`src/rtl/alu_arbiter.sv`:
```
// alu_arbiter: shares one registered ALU between two valid/ready requesters with
// round-robin arbitration, one operation in flight, and results routed to the grantee.
module alu_arbiter #(
    parameter int DATA_WIDTH = 8,
    parameter int FUNC_WIDTH = 4,
    parameter int MAX_FUNC   = 13
) (
    input  logic                      CLK,
    input  logic                      RST,

    input  logic                      req0_valid,
    output logic                      req0_ready,
    input  logic [DATA_WIDTH-1:0]     req0_a,
    input  logic [DATA_WIDTH-1:0]     req0_b,
    input  logic [FUNC_WIDTH-1:0]     req0_func,
    output logic                      rsp0_valid,
    input  logic                      rsp0_ready,
    output logic [2*DATA_WIDTH-1:0]   rsp0_data,
    output logic                      rsp0_err,

    input  logic                      req1_valid,
    output logic                      req1_ready,
    input  logic [DATA_WIDTH-1:0]     req1_a,
    input  logic [DATA_WIDTH-1:0]     req1_b,
    input  logic [FUNC_WIDTH-1:0]     req1_func,
    output logic                      rsp1_valid,
    input  logic                      rsp1_ready,
    output logic [2*DATA_WIDTH-1:0]   rsp1_data,
    output logic                      rsp1_err,

    output logic [DATA_WIDTH-1:0]     alu_a,
    output logic [DATA_WIDTH-1:0]     alu_b,
    output logic [FUNC_WIDTH-1:0]     alu_func,
    output logic                      alu_enable,
    input  logic [2*DATA_WIDTH-1:0]   alu_out,
    input  logic                      alu_out_valid,

    output logic                      busy
);

    localparam logic [31:0] MAX_FUNC_U = MAX_FUNC;

    typedef enum logic [2:0] {
        IDLE,
        LOAD,
        EXEC,
        WAIT,
        RESP
    } state_t;

    state_t                  state;
    logic                    rr_ptr;
    logic                    gnt_id;
    logic [1:0]              wd_cnt;

    logic                    any_req;
    logic                    pick1;
    logic [DATA_WIDTH-1:0]   sel_a;
    logic [DATA_WIDTH-1:0]   sel_b;
    logic [FUNC_WIDTH-1:0]   sel_func;
    logic                    gnt_rsp_valid;
    logic                    gnt_rsp_ready;

    function automatic logic func_illegal(input logic [FUNC_WIDTH-1:0] f);
        return {{(32-FUNC_WIDTH){1'b0}}, f} > MAX_FUNC_U;
    endfunction

    // rr_ptr names the favoured requester; it only moves when both contend.
    always_comb begin
        any_req       = req0_valid | req1_valid;
        pick1         = (req0_valid && req1_valid) ? rr_ptr : req1_valid;
        sel_a         = pick1 ? req1_a    : req0_a;
        sel_b         = pick1 ? req1_b    : req0_b;
        sel_func      = pick1 ? req1_func : req0_func;
        gnt_rsp_valid = gnt_id ? rsp1_valid : rsp0_valid;
        gnt_rsp_ready = gnt_id ? rsp1_ready : rsp0_ready;
    end

    assign req0_ready = !RST && (state == IDLE) && any_req && !pick1;
    assign req1_ready = !RST && (state == IDLE) && any_req &&  pick1;
    assign busy       = (state != IDLE);

    always_ff @(posedge CLK or posedge RST) begin
        if (RST) begin
            state      <= IDLE;
            rr_ptr     <= 1'b0;
            gnt_id     <= 1'b0;
            wd_cnt     <= 2'd0;
            alu_a      <= '0;
            alu_b      <= '0;
            alu_func   <= '0;
            alu_enable <= 1'b0;
            rsp0_valid <= 1'b0;
            rsp0_data  <= '0;
            rsp0_err   <= 1'b0;
            rsp1_valid <= 1'b0;
            rsp1_data  <= '0;
            rsp1_err   <= 1'b0;
        end else begin
            unique case (state)
                IDLE: begin
                    if (any_req) begin
                        gnt_id <= pick1;
                        if (req0_valid && req1_valid) begin
                            rr_ptr <= ~pick1;
                        end
                        // Illegal codes never touch the ALU pins.
                        if (func_illegal(sel_func)) begin
                            state <= RESP;
                        end else begin
                            alu_a    <= sel_a;
                            alu_b    <= sel_b;
                            alu_func <= sel_func;
                            state    <= LOAD;
                        end
                    end
                end

                LOAD: begin
                    alu_enable <= 1'b1;
                    state      <= EXEC;
                end

                EXEC: begin
                    alu_enable <= 1'b0;
                    wd_cnt     <= 2'd0;
                    state      <= WAIT;
                end

                WAIT: begin
                    if (alu_out_valid || (wd_cnt == 2'd3)) begin
                        if (gnt_id) begin
                            rsp1_valid <= 1'b1;
                            rsp1_err   <= ~alu_out_valid;
                            rsp1_data  <= alu_out_valid ? alu_out : '0;
                        end else begin
                            rsp0_valid <= 1'b1;
                            rsp0_err   <= ~alu_out_valid;
                            rsp0_data  <= alu_out_valid ? alu_out : '0;
                        end
                        alu_a    <= '0;
                        alu_b    <= '0;
                        alu_func <= '0;
                        state    <= RESP;
                    end else begin
                        wd_cnt <= wd_cnt + 2'd1;
                    end
                end

                RESP: begin
                    // Arriving here without a pending response means an illegal code.
                    if (!gnt_rsp_valid) begin
                        if (gnt_id) begin
                            rsp1_valid <= 1'b1;
                            rsp1_err   <= 1'b1;
                            rsp1_data  <= '0;
                        end else begin
                            rsp0_valid <= 1'b1;
                            rsp0_err   <= 1'b1;
                            rsp0_data  <= '0;
                        end
                    end else if (gnt_rsp_ready) begin
                        rsp0_valid <= 1'b0;
                        rsp0_err   <= 1'b0;
                        rsp0_data  <= '0;
                        rsp1_valid <= 1'b0;
                        rsp1_err   <= 1'b0;
                        rsp1_data  <= '0;
                        state      <= IDLE;
                    end
                end

                default: state <= IDLE;
            endcase
        end
    end

endmodule

```
`config.mk`:
```
export PLATFORM = sky130hd
export DESIGN_NAME = alu_arbiter
export DESIGN_NICKNAME = d
export VERILOG_FILES = /design/src/rtl/alu_arbiter.sv
export SDC_FILE = /design/constraint.sdc
export NUM_CORES = 1
export LEC_CHECK = 0
export ABC_AREA = 0
export CORE_MARGIN = 2
export CORE_UTILIZATION = 39
export CTS_CLUSTER_DIAMETER = 200
export DETAILED_ROUTE_END_ITERATION = 16
export MAX_ROUTING_LAYER = met4
export PLACE_DENSITY = 0.76
export SLEW_MARGIN = 10
export SYNTH_ARGS = -nofsm -noshare
export SYNTH_HDL_FRONTEND = slang
export SYNTH_SLANG_ARGS = --single-unit
```
`constraint.sdc`:
```
create_clock -name CLK -period 2.14 [get_ports CLK]
set_input_delay 0.321 -clock CLK [delete_from_list [all_inputs] [get_ports CLK]]
set_output_delay 0.321 -clock CLK [all_outputs]
set_load 0.02 [all_outputs]
```
Yosys cells after proc, flatten, opt, wreduce, memory -nomap -nowiden
Cells that the tools add are included.
{"block": "classes", "n_mux": 57, "n_bitwise": 3, "add_sub_neg": 1, "n_eq_ne": 16, "order_cmp": 1, "n_reduce_logical": 22}
{"cell": "2-to-1 mux 16 bit", "n": 10}
{"cell": "one-hot mux 16 bit (2 select lines)", "n": 2}
{"cell": "2-to-1 mux 8 bit", "n": 7}
{"cell": "one-hot mux 8 bit (2 select lines)", "n": 2}
{"cell": "2-to-1 mux 1 bit", "n": 18}
{"cell": "2-to-1 mux 4 bit", "n": 4}
{"cell": "!= test 2 bit (second input constant)", "n": 8}
{"cell": "2-to-1 mux 3 bit", "n": 5}
{"cell": "one-hot mux 3 bit (5 select lines)", "n": 1}
{"cell": "one-hot mux 1 bit (2 select lines)", "n": 5}
{"cell": "AND reduction 5 bit", "n": 2}
{"cell": "!= test 3 bit (second input constant)", "n": 3}
{"cell": "one-hot mux 4 bit (2 select lines)", "n": 1}
{"cell": "AND reduction 4 bit", "n": 2}
{"cell": "nonzero test 2 bit", "n": 4}
{"cell": "== test 3 x 2 -> 1 bit (second input constant)", "n": 2}
{"cell": "AND reduction 3 bit", "n": 2}
{"cell": "logical AND 1 bit", "n": 5}
{"cell": "greater-than comparator 4 bit (second input constant)", "n": 1}
{"cell": "one-hot mux 2 bit (2 select lines)", "n": 1}
{"cell": "AND reduction 2 bit", "n": 2}
{"cell": "== test 3 x 1 -> 1 bit (second input constant)", "n": 1}
{"cell": "== test 3 bit (second input constant)", "n": 1}
{"cell": "logical NOT 3 bit", "n": 1}
{"cell": "other kinds (8)", "n": 10}
{"block": "totals", "output_inout_bits": 60, "wordCells": 114, "input_bits": 63, "regBits": 64}

Logic depth before layout (Yosys ltp)
Gate-level depths: netlist of run 1.
{"block": "depth", "word_depth": 7, "depth_mapped": 7, "depth_no_buf": 5}

Least setup slack after synthesis of run 1
OpenSTA, ideal clock, no wires.
{"block": "synth_path", "kind": "input port to output port", "from": "input RST", "to": "output req0_ready", "stages": 2, "path_buffers": 0, "path_slack_ps": -303, "arrival_time_ps": 2122, "required_ps": 1819, "path_cell_list": "inv_1 and3_1"}
{"block": "synth_between", "elab_chain_len": 4}
{"element": "start: declaration", "line": "9", "source": "input logic RST,"}
{"element": "logical NOT 1 bit (no line)"}
{"element": "logical AND 1 bit (3 in series)", "line": "79", "source": "assign req0_ready = !RST && (state == IDLE) && any_req && !pick1;"}
{"element": "end: declaration", "line": "12", "source": "output logic req0_ready,"}
Every way passes these cells.

Worst setup path in the final report of run 1
{"block": "layout_path", "from": "register state[2]", "to": "output req0_ready"}
{"block": "layout_between", "elab_chain_len": 4}
{"element": "start: declaration", "line": "51", "source": "state_t state;"}
{"element": "start signal: assignment", "line": "85", "source": "state <= IDLE;"}
{"element": "start signal: assignment", "line": "109", "source": "state <= RESP;"}
{"element": "start signal: assignment", "line": "114", "source": "state <= LOAD;"}
{"element": "logical NOT 3 bit", "line": "79"}
{"element": "logical AND 1 bit (3 in series)", "line": "79"}
Every way passes these cells.

==> metrics.yaml, run 1 <==
status:
  outcome: "finished, final reports clean"
layout:
  drive_gt1_frac: 0.1222
  design_area_um2: 4722
  post-route-util: 0.6175
  area_growth_pct: 54.42
  instances_no_fill: 511
  diodes: 0
  num-fill-cells: 628
  nNetsFinal: 468
setup_path:
  critPathRequiredTime_ns: 1.82
  crit_type: "reg2out"
  setup.worst_path.end_class: "primary output"
  crit_arrival_ns: 1.71
  start_kind: "register"
  critPathMaxFanout: 4
timing:
  clock.fmax_mhz: 492.9
  finalHoldViolations: 0
  finalCritPeriodShare: 0.9481
  setup_tns_ns: 0
  rsz0062_at_grt: "no"
  slew_viol_final: 0
  skew_ns: 0.006544
  relSlewSlack: 0.4668
  setup_viol: 0
  tightestPinTransition_ns: 0.7998
  min_period_ns: 2.029
place:
  gp_congestion: 0.8224
  dp_hpwl_um: 5830
  placed_cells: 494
  port_buffers: 122
  post_dp_cell_area_um2: 4469
hold_path:
  hold_path.class: "reg2reg"
synthesis:
  syn_nets: 335
  ys_seq_elements: 64
  yosysSeqAreaShare: 0.5237
  synth_common_cells: "64 x dfrtp_1, 34 x a22o_1, 27 x nand2_1"
  yosys.area.top_type: "dfrtp_1"
  synth_most_common_cell: "dfrtp_1"
  synth_edf_count: 0
  yosysWarnings: 0
  ys_top_cells_by_area: "dfrtp_1 52%, a22o_1 9.7%, mux2i_1 7.5%, o221ai_1 5.7%, o21ai_0 3.8%"
  synthesis.area_um2: 3058
  postSynthCellCount: 271
  synth_top_area_frac: 0.5237
  ys_types: 41
  synth_top_flop_cell: "dfrtp_1"
  synthArstFlopShare: 1.000
  avgSynthCellArea_um2: 11.28
clock_tree:
  root_buffer: "clkbuf_8"
  clk_pin_slew_worst_paths_ns: 0.08
  clock-sinks: 64
  hold_buffers: 0
  cts_buffers: 9
  clk_latency_ns: 0.34
  htree_num_levels: 3
  clockBufferDepth: 2
  cts_tree: "done"
power:
  vdd_drop_max_mv: 0.5999
  power_mw: 6.916
  powerDensity_nw_per_um2: 1465
  p_leak_nw: 2.116
global_routing:
  grt_pass1_wl_um: 13340
  grt_pass1_vias: 2693
  antenna_found_initial: 0
  grt_max_degree: 65
  grt-ovfl-total: 0
  grt_usage: 0.2043
route:
  drc: 0
  viasPerCell: 5.450
  dr.first_iter.drc_count: 115
  wirelength_um: 8160
  drt-wirelength-per-cell_um: 15.97
  drt_first_pass_iters: 4
  via_count: 2785
  drtAntennaViolNets: 0
die:
  dieArea_um2: 8566
  rows: 32
  core_um2: 7647
  start_util: 0.3999
  die_h_um: 92.55
  io_pins: 123
  die_x_um: 92.55
run:
  max_cap_violations: 0
[critical path: stages, from the launching register on]
cell           delay, ns
dfrtp_1             0.42
nor3_1              0.17
buf_4               0.16
and2_1              0.14
and3_1              0.15
dlygate4sd2_1       0.33
[through the flow]
| step | worst slack, ns | hold slack [ns] |
|---|---|---|
| floorplan | 0.1407 | 0.4370 |
| global placement | -0.1011 | 0.4554 |
| detailed placement | -0.1100 | 0.4641 |
| CTS | 0.04466 | 0.4823 |
| global route | 0.002138 | 0.5032 |
| finish | 0.1110 | 0.4772 |
[power breakdown]
| part | total (mW) | switching (mW) | internal (mW) |
|---|---|---|---|
| sequential | 2.13 | 0.377 | 1.75 |
| clock | 1.18 | 0.512 | 0.670 |
| combinational | 3.61 | 1.85 | 1.76 |
[placed cells by master (no fill, tap or decap), drive strengths merged, types with 2 or more instances in the layout]
| master | Yosys | layout |
|---|---|---|
| nand2b | 2 | 2 |
| inv | 4 | 6 |
| o22ai | 3 | 3 |
| o221ai | 20 | 20 |
| nor2b | 2 | 2 |
| clkdlybuf4s50 | 0 | 120 |
| clkinvlp | 0 | 2 |
| and3 | 3 | 3 |
| o31ai | 2 | 2 |
| a31oi | 2 | 2 |
| nand2 | 28 | 28 |
| bufinv | 0 | 2 |
| nor2 | 9 | 9 |
| a22o | 34 | 34 |
| dlygate4sd2 | 0 | 2 |
| a21oi | 5 | 5 |
| a22oi | 2 | 2 |
| nor3 | 5 | 5 |
| dfrtp | 64 | 64 |
| o21ai | 23 | 23 |
| or2 | 2 | 2 |
| mux2i | 23 | 23 |
| buf | 12 | 21 |
| and2 | 3 | 3 |
| clkbuf | 9 | 9 |
| nand3 | 4 | 4 |
[metal layers]
metal	up-vias	share of wire	wire length [µm]	GRT usage
met5	-	0	0	-
met4	0	0.015	126	0.09204
met3	11	0.075	611	0.05289
met2	126	0.47	3806	0.3017
met1	1352	0.44	3615	0.2657
li1	1296	-	-	-
[final cells by class]
cell class / count / area [µm²] / share of cell area
sequential: 64 / 1602 / 0.3392
tap: 102 / 127.6 / 0.02703
multi-input combinational: 182 / 1334 / 0.2825
timing repair buffer: 143 / 1414 / 0.2994
clock inverter: 7 / 102.6 / 0.02173
clock buffer: 9 / 123.9 / 0.02623
inverter: 4 / 18.77 / 0.003975
[final timing paths]
| kind | slack (ns) | to | cells past startpoint | from |
|---|---|---|---|---|
| max | 0.11 | req0_ready | 5 | state[2]$_DFFE_PP0P_ |
| min | 0.48 | wd_cnt[0]$_DFFE_PP0P_ | 1 | wd_cnt[0]$_DFFE_PP0P_ |
| max reg2reg | 0.30 | rsp0_data[8]$_DFFE_PP0P_ | 4 | state[2]$_DFFE_PP0P_ |
| min reg2reg | 0.48 | wd_cnt[0]$_DFFE_PP0P_ | 1 | wd_cnt[0]$_DFFE_PP0P_ |
| max in group asynchronous | 0.99 | rsp1_data[15]$_DFFE_PP0P_ | 3 | RST |
| min in group asynchronous | 0.63 | gnt_id$_DFFE_PP0N_ | 3 | RST |
[registers in the layout, summed over array words and instances (netlist names), 2 cells and up]
name       flops
state          3
alu_func       4
alu_a          8
rsp1_data     16
alu_b          8
rsp0_data     16
wd_cnt         2
[timing repair]
item	4_1_cts	5_1_grt
setup endpoints to repair	12	16
pin swaps	0	1
resized for setup	4	0
setup buffers	0	1
[logic make-up after synthesis]
group | synth area share
flops | 0.5237
xor+xnor | 0.002865
mux | 0.07529
buf+inv | 0.04296
compound gates | 0.2480
fa+ha+maj | 0.004091
simple gates | 0.1031
No activity file was read; power rests on OpenSTA's default activity.
==> run 2, diff against run 1 <==
--- a/config.mk
+++ b/config.mk
@@ -12,6 +12,7 @@
 export DETAILED_ROUTE_END_ITERATION = 16
 export MAX_ROUTING_LAYER = met4
 export PLACE_DENSITY = 0.76
+export SETUP_SLACK_MARGIN = 0.5
 export SLEW_MARGIN = 10
 export SYNTH_ARGS = -nofsm -noshare
 export SYNTH_HDL_FRONTEND = slang
==> metrics.yaml, run 2 (synthesis gave the netlist of run 1 again) <==
status:
  outcome: "finished, final reports clean"  # unchanged
route:
  viasPerCell: 5.673  # was 5.450
  dr.first_iter.drc_count: 102  # was 115
  drc: 0  # unchanged
  drtAntennaViolNets: 0  # unchanged
  drt_first_pass_iters: 4  # unchanged
  drt-wirelength-per-cell_um: 18.88  # was 15.97 µm
  wirelength_um: 10180  # was 8160 µm
  via_count: 3058  # was 2,785
run:
  max_cap_violations: 0  # unchanged
place:
  post_dp_cell_area_um2: 4462  # was 4469 µm²
  dp_hpwl_um: 5864  # was 5830 µm
  port_buffers: 122  # unchanged
  gp_congestion: 0.8119  # was 0.8224
  placed_cells: 491  # was 494
hold_path:
  holdPathStages: 3  # was 1
  hold_path.class: "in2reg"  # was reg2reg
  worstHoldStart: "req1_valid"  # was wd_cnt[0]$_DFFE_PP0P_
  hold_end: "rr_ptr$_DFFE_PP0P_"  # was wd_cnt[0]$_DFFE_PP0P_
layout:
  nNetsFinal: 496  # was 468
  instances_no_fill: 539  # was 511
  drive_gt1_frac: 0.2975  # was 0.1222
  final_common_cell: "dfrtp_1"  # was clkdlybuf4s50_1
  reg.largest.list: "rsp0_data (16), rsp1_data (16)"  # unchanged
  post-route-util: 0.6976  # was 0.6175
  diodes: 0  # unchanged
  mostFrequentLayoutCells: "62 x dfrtp_1, 60 x clkdlybuf4s50_1, 44 x dlygate4sd2_1"  # was 120 x clkdlybuf4s50_1, 64 x dfrtp_1, 34 x a22o_1
  design_area_um2: 5335  # was 4722 µm²
  area_growth_pct: 74.47  # was 54.42%
die:
  dieArea_um2: 8566  # unchanged
  rows: 32  # unchanged
  die_x_um: 92.55  # unchanged
  start_util: 0.3999  # unchanged
  die_h_um: 92.55  # unchanged
  io_pins: 123  # unchanged
  core_um2: 7647  # unchanged
clock_tree:
  cts_buffers: 9  # unchanged
  clock-sinks: 64  # unchanged
  root_buffer: "clkbuf_8"  # unchanged
  cts_tree: "done"  # unchanged
  clockBufferDepth: 2  # unchanged
  clk_latency_ns: 0.34  # about the same
  clk_pin_slew_worst_paths_ns: 0.07  # was 0.08 ns
  htree_num_levels: 3  # unchanged
power:
  p_leak_nw: 2.693  # was 2.116 nW
  vdd_drop_max_mv: 0.6884  # was 0.5999 mV
  internal_power_mw: 4.619  # was 4.175 mW
  clkPwrFrac: 0.145  # was 0.171
  powerDensity_nw_per_um2: 1487  # was 1465 nW/µm²
  pwr-share-comb: 0.575  # was 0.521
  pwr-share-seq: 0.280  # was 0.308
  power_switching_mw: 3.316  # was 2.741 mW
  sw_frac_of_total: 0.4179  # was 0.3963
timing:
  tightestPinTransition_ns: 0.8186  # was 0.7998 ns
  finalCritPeriodShare: 0.8751  # was 0.9481
  finalHoldViolations: 0  # unchanged
  worst_hold_slack_ns: 0.4671  # was 0.4772 ns
  relSlewSlack: 0.4543  # was 0.4668
  setup_viol: 0  # unchanged
  min_period_ns: 1.873  # was 2.029 ns
  slew_viol_final: 0  # unchanged
  clock.fmax_mhz: 534.0  # was 492.9 MHz
  skew_ns: 0.007137  # was 0.006544 ns
  rsz0062_at_grt: "yes"  # was no
setup_path:
  critPathRequiredTime_ns: 2.37  # was 1.82 ns
  setup.worst_path.end_class: "register"  # was primary output
  critPathMaxFanout: 5  # was 4
  start_kind: "register"  # unchanged
  r2r_slack_ns: 0.27  # was 0.30 ns
  reg2reg_from: "state[1]$_DFFE_PP0P_"  # was state[2]$_DFFE_PP0P_
  crit_arrival_ns: 2.10  # was 1.71 ns
  cpMostUsedCell: "buf_6"
  cp_slowest_stage_delay_ns: 0.45  # was 0.42 ns
  r2r_end: "rsp0_data[14]$_DFFE_PP0P_"  # was rsp0_data[8]$_DFFE_PP0P_
  rr_worst_depth: 7  # was 4
  crit_chain: "buf_6, or3b_4, buf_12, o22ai_4, a22oi_2, buf_6, a22o_1"  # was nor3_1, buf_4, and2_1, and3_1, dlygate4sd2_1
  cp_slowest_cell: "dfrtp_1"  # unchanged
  crit_type: "reg2reg"  # was reg2out
global_routing:
  grt-ovfl-total: 0  # unchanged
  grt_max_degree: 65  # unchanged
  antenna_found_initial: 0  # unchanged
  grt_pass1_vias: 3050  # was 2,693
  grt_usage: 0.2355  # was 0.2043
  grt_pass1_wl_um: 15200  # was 13,340 µm
-- run 2: cell count changes in the layout (fill, tap and decap cells not counted), moves of 15 or more --
cell and change:
dlymetal6s2s_1 +15, dlygate4sd2_1 +42, buf_6 +20, o21ai_0 -20, o21ai_2 +15, clkdlybuf4s50_1 -60
-- run 2: critical path: cells and delay by family (launching register included) --
kind / cells / cell delay [ns]
compound gates: 3 / 0.43
buf+inv: 3 / 0.47
flops: 1 / 0.45
simple gates: 1 / 0.40
-- run 2: timing repair --
item	in CTS	in global routing
hold buffers	0	0
setup buffers	16	7
pin swaps	11	10
resized for setup	90	94
cloned	7	2
setup endpoints to repair	101	75
-- run 2: final cells by class --
cell class                 count  area (µm²)
clock buffer                   9       123.9
clock inverter                 7       95.09
fill                         553        2312
inverter                       4       21.27
multi-input combinational    182        1614
sequential                    64        1604
tap                          102       127.6
timing repair buffer         171        1749
-- run 2: through the flow --
stage	setup TNS, ns	power, mW	worst slack [ns]
5_1_grt	0	8.355	0.2299
3_3_place_gp	-0.5842	5.620	-0.1603
2_1_floorplan	0	4.189	0.1659
4_1_cts	0	7.141	0.3264
3_5_place_dp	-1.274	5.710	-0.1639
6_report	0	7.934	0.2673
-- run 2: power groups by stage --
stage	Clock, mW	Sequential [mW]	Combinational (mW)
CTS	1.17	2.16	3.81
finish	1.15	2.22	4.56
global route	1.23	2.29	4.84
detailed placement	0	2.16	3.55
global placement	0	2.15	3.47
floorplan	0	2.63	1.56
-- run 2: layer usage --
layer	part of all wire	GRT usage
met2	0.51	0.3826
met1	0.40	0.2921
met3	0.061	0.04394
met5	0	-
met4	0.022	0.09453
-- run 2: worst max-delay path by stage --
stage,from,endpoint,cells after the start
finish,state[1]$_DFFE_PP0P_,rsp0_data[14]$_DFFE_PP0P_,7
global route,state[1]$_DFFE_PP0P_,rsp0_err$_DFFE_PP0P_,7
CTS,state[0]$_DFFE_PP0P_,rsp0_err$_DFFE_PP0P_,7
detailed placement,req1_valid,req0_ready,5
global placement,req1_valid,req0_ready,5
floorplan,RST,req0_ready,2
==> run 3, diff against run 2 <==
--- a/config.mk
+++ b/config.mk
@@ -13,7 +13,6 @@
 export MAX_ROUTING_LAYER = met4
 export PLACE_DENSITY = 0.76
 export SETUP_SLACK_MARGIN = 0.5
-export SLEW_MARGIN = 10
 export SYNTH_ARGS = -nofsm -noshare
 export SYNTH_HDL_FRONTEND = slang
 export SYNTH_SLANG_ARGS = --single-unit
==> results of run 3 <==
Same layout as run 2: the final DEF is identical, and so are final timing and power.
